$ cat config.mk
export PLATFORM = sky130hd
export DESIGN_NAME = control_unit
export DESIGN_NICKNAME = d
export VERILOG_FILES = /design/src/rtl/control_unit.sv
export SDC_FILE = /design/constraint.sdc
export NUM_CORES = 1
export LEC_CHECK = 0
export ABC_AREA = 1
export ABC_CLOCK_PERIOD_IN_PS = 1700
export CORE_MARGIN = 5
export CORE_UTILIZATION = 46
export DETAILED_ROUTE_END_ITERATION = 6
export PLACE_DENSITY = 0.91
export SYNTH_ARGS = -nofsm -noshare
export SYNTH_HDL_FRONTEND = slang
export SYNTH_SLANG_ARGS = --single-unit
$ cat constraint.sdc
create_clock -name clk_main -period 1.7 [get_ports clk_main]
set_clock_uncertainty 0.1 [all_clocks]
set_input_delay 0.425 -clock clk_main [delete_from_list [all_inputs] [get_ports clk_main]]
set_output_delay 0.425 -clock clk_main [all_outputs]
set_load 0.01 [all_outputs]
$ cat src/rtl/control_unit.sv
// control_unit: multi-cycle fetch/decode/execute sequencer driving datapath controls, PC and IR
module control_unit #(
    parameter logic [3:0] FS_PASS_A = 4'hA,
    parameter logic [3:0] FS_PASS_B = 4'hB
) (
    input  logic        clk_main,
    input  logic        reset,
    input  logic [15:0] MemData,
    input  logic        Z,
    output logic [5:0]  PC,
    output logic [3:0]  DR,
    output logic [3:0]  SA,
    output logic [3:0]  SB,
    output logic [3:0]  FS,
    output logic        MB,
    output logic        MM,
    output logic        MD,
    output logic        RW,
    output logic        MW,
    output logic        halted
);
    typedef enum logic [2:0] {FETCH, DECODE, EXEC, LOAD_WB, HALT} stateType;
    stateType state, nextState;
    logic [15:0] ir;
    logic [3:0] op, d, a, b;
    assign op = ir[15:12];
    assign d = ir[11:8];
    assign a = ir[7:4];
    assign b = ir[3:0];
    assign halted = state == HALT;
    always_ff @(posedge clk_main or negedge reset) begin
        if (!reset) begin
            state <= FETCH;
            PC <= 6'd0;
            ir <= 16'd0;
        end else begin
            state <= nextState;
            if (state == DECODE) begin
                ir <= MemData;
                PC <= PC + 6'd1;
            end else if (state == EXEC && (op == 4'hE || (op == 4'hD && Z))) begin
                PC <= ir[5:0];
            end
        end
    end
    always_comb begin
        nextState = state == FETCH   ? DECODE :
                    state == DECODE  ? EXEC :
                    state == EXEC    ? (op == 4'hB ? LOAD_WB : op == 4'hF ? HALT : FETCH) :
                    state == LOAD_WB ? FETCH : HALT;
    end
    // Strobes are additionally gated by reset so they drop the instant reset falls
    always_comb begin
        DR = 4'd0;
        SA = 4'd0;
        SB = 4'd0;
        FS = 4'd0;
        MB = 1'b0;
        MM = 1'b1;
        MD = 1'b0;
        RW = 1'b0;
        MW = 1'b0;
        if (state == EXEC) begin
            if (op <= 4'h9) begin
                FS = op;
                DR = d;
                SA = a;
                SB = b;
                RW = 1'b1;
            end else if (op == 4'hA) begin
                DR = d;
                MB = 1'b1;
                FS = FS_PASS_B;
                RW = 1'b1;
            end else if (op == 4'hB) begin
                SA = a;
                MM = 1'b0;
            end else if (op == 4'hC) begin
                SA = a;
                SB = b;
                FS = FS_PASS_B;
                MM = 1'b0;
                MW = 1'b1;
            end else if (op == 4'hD) begin
                SA = d;
                FS = FS_PASS_A;
            end
        end else if (state == LOAD_WB) begin
            DR = d;
            SA = a;
            MD = 1'b1;
            MM = 1'b0;
            RW = 1'b1;
        end
        if (!reset) begin
            RW = 1'b0;
            MW = 1'b0;
        end
    end
endmodule

# --- Word-level counts from Yosys, hierarchy flattened ---
# Cells that the tools add are included.
totals:
  reg_bits: 25
  inputBits: 19
  elab_cells: 70
classes:
  add_sub_neg: 1
  n_lt_le_gt_ge: 1
  n_eq_ne: 10
  muxes: 50
  n_reduce_logical: 5
ops:
  columns: ["operator", "count"]
  rows:
  - ["$mux W4", 22]
  - ["$eq A4 B4 Y1 const B", 6]
  - ["$mux W1", 20]
  - ["$mux W3", 6]
  - ["$mux W6", 2]
  - ["$add A6 B1 Y6 const B", 1]
  - ["$eq A3 B2 Y1 const B", 2]
  - ["$le A4 B4 Y1 const B", 1]
  - ["$eq A3 B1 Y1 const B", 1]
  - ["$eq A3 B3 Y1 const B", 1]
  - ["$logic_not A3 Y1", 1]
  - ["$logic_and A1 B1 Y1", 2]
  - ["$reduce_bool A2 Y1", 1]
  - ["$logic_or A1 B1 Y1", 1]

# --- Logic depth before layout (Yosys ltp) ---
# Gate-level depths: netlist of the first run.
logic_depth:
  ltp_word: 7
  depth_mapped: 9
  mapped_depth_nobuf: 9

# --- Worst setup path before layout of the first run ---
# No wires, ideal clock.
synth_path:
  path_type: "register to output"
  from: "register state[2]"
  to: "output FS[1]"
  t_arrival_ps: 1162
  t_required_ps: 1175
  setup_slack_ps: 13
  path_stages_with_launch: 6
  cell_sequence: "dfrtp_1 -> inv_1 -> nand2_2 -> nor2_2 -> inv_1 -> a211oi_1"
synth_via:
  elab_chain_len: 2
synth_lines:
  columns: ["item", "line_no", "text"]
  rows:
  - ["start, declared", "23", "stateType state, nextState;"]
  - ["start signal, assigned", "37", "state <= nextState;"]
  - ["$eq A3 B2 Y1", "63", "if (state == EXEC) begin"]
  - ["$mux W4", "63", null]
  - ["end, declared", "14", "output logic [3:0] FS,"]
# Every way passes these cells.

# --- Worst setup path after layout of the first run ---
layout_path:
  from: "register ir[13]"
  to: "output SA[1]"
layout_via:
  elab_chain_len: 7
layout_lines:
  columns: ["item", "line_no", "text"]
  rows:
  - ["start, declared", "24", "logic [15:0] ir;"]
  - ["start signal, assigned", "39", "ir <= MemData;"]
  - ["$eq A4 B4 Y1", "84", "end else if (op == 4'hD) begin"]
  - ["$mux W4", "84", null]
  - ["$mux W4", "78", "end else if (op == 4'hC) begin"]
  - ["$mux W4", "75", "end else if (op == 4'hB) begin"]
  - ["$mux W4", "70", "end else if (op == 4'hA) begin"]
  - ["$mux W4 (*)", "64", "if (op <= 4'h9) begin"]
  - ["$mux W4 (*)", "63", null]
  - ["end, declared", "12", "output logic [3:0] SA,"]
# Mark *: on every way between the ends. The rest lies on a longest branch, timed or not.

==> results.cfg, run 1 <==
[run_status]
status = complete, but fails checks
violations = setup timing

[placed_design]
placed_cells = 326
post-dp-hpwl_mm = 3.10
pre_cts_slack_ns = -0.535
place_area_um2 = 2150
place_congestion = 0.905
numPortBuffers = 46

[final_layout]
seq_area_um2 = 628
nNetsFinal = 351
design_area_um2 = 2970
syn2layout_area_growth_pct = 102
final_cell_mix = nand2_1 (65), buf_4 (36), buf_6 (35)
final_common_cell = nand2_1
num_antenna_cells = 0
layout.cells.non_filler = 374
fin_util = 0.973
fillers = 52
multi_input_area_um2 = 1070
drive_above_1_share = 0.542

[floorplan]
start_util = 0.482
core_um2 = 3050
pin_count = 47
fp.dieH_um = 66.5
die_area_um2 = 4430
dieWidth_um = 66.5
row_count = 20

[clocking]
root_buffer = clkbuf_4
cts.path.max_buffers = 2
clock-sinks = 25
clkLatencyLatePin_ns = 0.37
htreeDepth = 1
cts_tree = yes
cts_inserted_buffers = 3
path_clk_slew_ns = 0.17

[timing]
fin_crit_sh = 1.43
period_minus_slack_ns = 2.43
slew_violations = 0
fin_ws_ns = -0.726
tns_ns = -14.45
tightest_slew_ns = 0.406
whs_ns = 0.433
setup_violations = 46
rsz0062_at_grt = yes
maxSlewHeadroom = 0.727
hold_violations = 0
fmax_ghz = 0.412

[worst_setup_path]
critPathKind = reg -> out
cp_slowest_cell = dfrtp_1
critPathCaptureType = primary output
cp.arrival_ns = 1.90
crit_chain = inv_2 -> nand2_4 -> nor2_4 -> buf_6 -> buf_6 -> nand2_2 -> nand3_2 -> nand2_1 -> nand2_1 -> buf_2
slowest_delay_ns = 0.50
cp-start-kind = flip-flop
path_max_fanout = 4
required_ns = 1.17

[grt]
grt_usage = 0.256
grt_overflow = 0
grt_pass1_wl_mm = 8.54
grt_max_degree = 26
grt_pass1_vias = 1801
antenna_found_initial = 0

[detailed_routing]
drt_iter0_markers = 388
viasPerCell = 6.44
wire_per_inst_um = 25.5
firstDrtPassIters = 5
vias = 2407
drc = 0
postRouteAntennaNets = 0
finalWirelength_mm = 9.53

[run]
cap_violations = 0

[synthesis]
ys_seq_area_frac = 0.426
synth.distinct_cells = 25
avgSynthCellArea_um2 = 6.87
yosys_warnings = 0
synthCells = 214
syn-num-nets = 234
syn_area_um2 = 1470
synth_seq_cells = 25

[power_and_ir_drop]
power_density_nw_per_um2 = 2030
power.total_mw = 6.03
leakage_nw = 1.56
ir_drop_uv = 1600

[min_path]
hold_path_class = in -> async
==> report_power, final <==
part | leakage [nW] | total [mW] | switching (mW) | internal (mW)
clock | 0.0150 | 0.317 | 0.224 | 0.0930
sequential | 0.309 | 1.25 | 0.372 | 0.879
combinational | 1.24 | 4.46 | 2.46 | 2.01
==> state kept, by name, summed over array words and instances (netlist names) <==
name / cells
state: 3
PC: 6
ir: 16
==> critical path: cells and delay by family (launching register included) <==
family        cells  cell delay [ns]
simple gates      6             0.47
buf+inv           4             0.54
flops             1             0.50
==> synthesized netlist by cell type <==
cell type  count  area [um2]
nand3_1       16        80.1
o21ai_1        3        15.0
buf_6          1        11.3
nor2_2         1        6.26
buf_4          2        15.0
a211oi_1       2        15.0
inv_2          2        7.51
o31ai_1        1        7.51
nand2_4        1        11.3
xnor2_1        1        8.76
nor3_1         3        15.0
nor3_4         1        16.3
o21bai_1       1        7.51
nand4_1        1        6.26
buf_2          2        10.0
a21oi_1        1        5.00
nor2_4         1        11.3
ha_1           1        12.5
o211ai_1       1        7.51
o21ai_0       11        55.1
inv_1         20        75.1
nor2_1        16        60.1
dfrtp_1       25         626
nand2_2        4        25.0
nand2_1       96         360
==> cell type report <==
type,instances,share of cell area
Timing Repair Buffer,117,0.368
Clock buffer,4,0.00884
Tap cell,44,0.0185
Sequential cell,25,0.211
Multi-Input combinational cell,162,0.361
Inverter,22,0.0328
==> final timing paths <==
check / start / end / slack (ns) / cells past startpoint
max: ir[13] / SA[1] / -0.73 / 10
min: reset / state[2] / 0.43 / 2
max reg2reg: ir[13] / PC[3] / -0.21 / 10
min reg2reg: ir[7] / ir[7] / 0.52 / 2
max in group asynchronous: reset / ir[10] / 0.80 / 2
min in group clk_main: MemData[11] / ir[11] / 0.52 / 3
==> per-layer routing <==
metal	up-vias	part of all wire	routed length (um)	global-route usage
met5	-	0	0	0
met4	0	0.12	1120	0.0863
met3	122	0.13	1220	0.0253
met2	314	0.46	4360	0.468
met1	1063	0.30	2840	0.310
li1	908	-	-	-
==> cells by family after synthesis <==
group / synth area share
compound gates: 0.0766
xor+xnor: 0.00596
fa+ha+maj: 0.00851
buf+inv: 0.0808
flops: 0.426
simple gates: 0.403
==> repair_timing <==
item / CTS / global route
endpoints found under the setup margin: 28 / 28
buffers inserted: 19 / 27
hold buffers: 0 / 0
pin swaps: 21 / 33
cloned: 0 / 1
resized for setup: 149 / 105
Power figures use the tool's default switching activity.
==> inputs of run 2 (changes only) <==
GPL_ROUTABILITY_DRIVEN = 0   (was default)
REMOVE_ABC_BUFFERS = 1   (was default)
==> run 2 against run 1 <==
The run still ends with setup timing left; critical path depth down 2; core utilization down 21 points; first-iteration DRC count down 63%; fmax up 12%; clock power down 9.5%; sequential share of layout area up 5.9 points; design area down 22%.
==> results.cfg, run 2 (synthesis results as in run 1) <==
[timing]
fin_ws_ns = -0.471
slew_violations = 0
hold_violations = 0
maxSlewHeadroom = 0.774
setup_violations = 22
rsz0062_at_grt = yes
fmax_ghz = 0.461
period_minus_slack_ns = 2.17
tightest_slew_ns = 0.339
fin_crit_sh = 1.28

[detailed_routing]
drc = 0
wire_per_inst_um = 15.3
finalWirelength_mm = 5.25
drt_iter0_markers = 142
met1Wirelength_mm = 2.06
top_layer = met4
vias = 1789
viasPerCell = 5.22
dr_wl_met3_um = 341
wl_met2_mm = 2.73
firstDrtPassIters = 4
postRouteAntennaNets = 0

[final_layout]
design_area_um2 = 2330
num_antenna_cells = 0
syn2layout_area_growth_pct = 58.4
multi_input_area_um2 = 826
final_common_cell = nand2_1
seq_area_um2 = 629
nNetsFinal = 320
largest_reg_flops = 16
largest_register = ir
layout.cells.non_filler = 343
final_cell_mix = nand2_1 (88), buf_4 (28), dfrtp_1 (22)
fin_util = 0.763
fillers = 219
top_regs = ir: 16 flops, PC: 6 flops, state: 3 flops
drive_above_1_share = 0.348

[grt]
grt_overflow = 0
grt_usage = 0.228
grt_pass1_wl_mm = 7.65
grt_pass1_vias = 1716
antenna_found_initial = 0
grt_max_degree = 26

[placed_design]
post-dp-hpwl_mm = 2.98
place_area_um2 = 2140
placed_cells = 325
numPortBuffers = 46
pre_cts_slack_ns = -0.521

[clocking]
root_buffer = clkbuf_4
clkLatencyLatePin_ns = 0.33
hold_buffers = 0
path_clk_slew_ns = 0.14
cts.path.max_buffers = 2
htreeDepth = 1
cts_tree = yes
clock-sinks = 25
cts_inserted_buffers = 3

[min_path]
hold_path_class = in -> async

[worst_setup_path]
cp-start-kind = flip-flop
critPathKind = reg -> out
cp.arrival_ns = 1.65
required_ns = 1.17
path_max_fanout = 5
critPathCaptureType = primary output

[floorplan]
core_um2 = 3050
row_count = 20
start_util = 0.482
die_area_um2 = 4430
dieWidth_um = 66.5
pin_count = 47
fp.dieH_um = 66.5

[run_status]
violations = setup timing
status = complete, but fails checks

[power_and_ir_drop]
power.total_mw = 4.02
ir_drop_uv = 813
p_comb_frac = 0.644
p_clk_frac = 0.071
power.switching_mw = 1.91
power_density_nw_per_um2 = 1720
leakage_nw = 1.26
p_int_mw = 2.10
switching_share = 0.476
sequentialPowerShare = 0.284

[run]
cap_violations = 0
[run 2: layer usage]
layer,track usage,vias to the layer above
met4,0.0609,0
met2,0.432,85
li1,-,841
met3,0.0354,11
met1,0.261,852
met5,0,-
[run 2: cell type report]
cell class / instances / area share
Multi-Input combinational cell: 162 / 0.355
Clock buffer: 4 / 0.0113
Tap cell: 44 / 0.0236
Inverter: 22 / 0.0365
Timing Repair Buffer: 86 / 0.304
Sequential cell: 25 / 0.270
[run 2: worst max-delay path: stages, from the launching register on]
cell,delay [ns]
dfrtp_1,0.47
nand2_4,0.09
buf_6,0.13
nor2_4,0.17
nand2_1,0.08
nand3_1,0.09
nand2_1,0.08
nand2_1,0.09
buf_6,0.10
[run 2: per-stage QoR]
stage | TNS [ns] | hold slack (ns)
after detailed placement | -8.51 | 0.400
after global routing | -10.05 | 0.400
after CTS | -6.28 | 0.388
after floorplan | -0.981 | 0.0294
after global placement | -8.04 | 0.380
final | -7.95 | 0.374
[run 2: repair_timing]
action,CTS,global route
pin swaps,13,14
setup endpoints to repair,28,25
buffers inserted,13,4
resized for setup,128,20
[run 2: power groups by stage]
| stage | registers [mW] | logic, mW | clock network (mW) |
|---|---|---|---|
| floorplan | 1.13 | 1.08 | 0 |
| global placement | 1.10 | 2.08 | 0 |
| detailed placement | 1.11 | 2.14 | 0 |
| CTS | 1.09 | 2.32 | 0.282 |
| global route | 1.17 | 2.83 | 0.313 |
| finish | 1.14 | 2.59 | 0.287 |
[run 2: worst paths after layout]
path	slack, ns	endpoint	start	depth (start not counted)
worst max-delay path	-0.47	SA[2]	ir[15]	8
worst min register to register	0.43	ir[0]	ir[0]	2
worst min-delay path	0.37	state[0]	reset	2
worst max register to register	0.05	PC[2]	state[2]	8
max in group asynchronous	0.85	ir[14]	reset	2
min in group clk_main	0.43	ir[0]	ir[0]	2
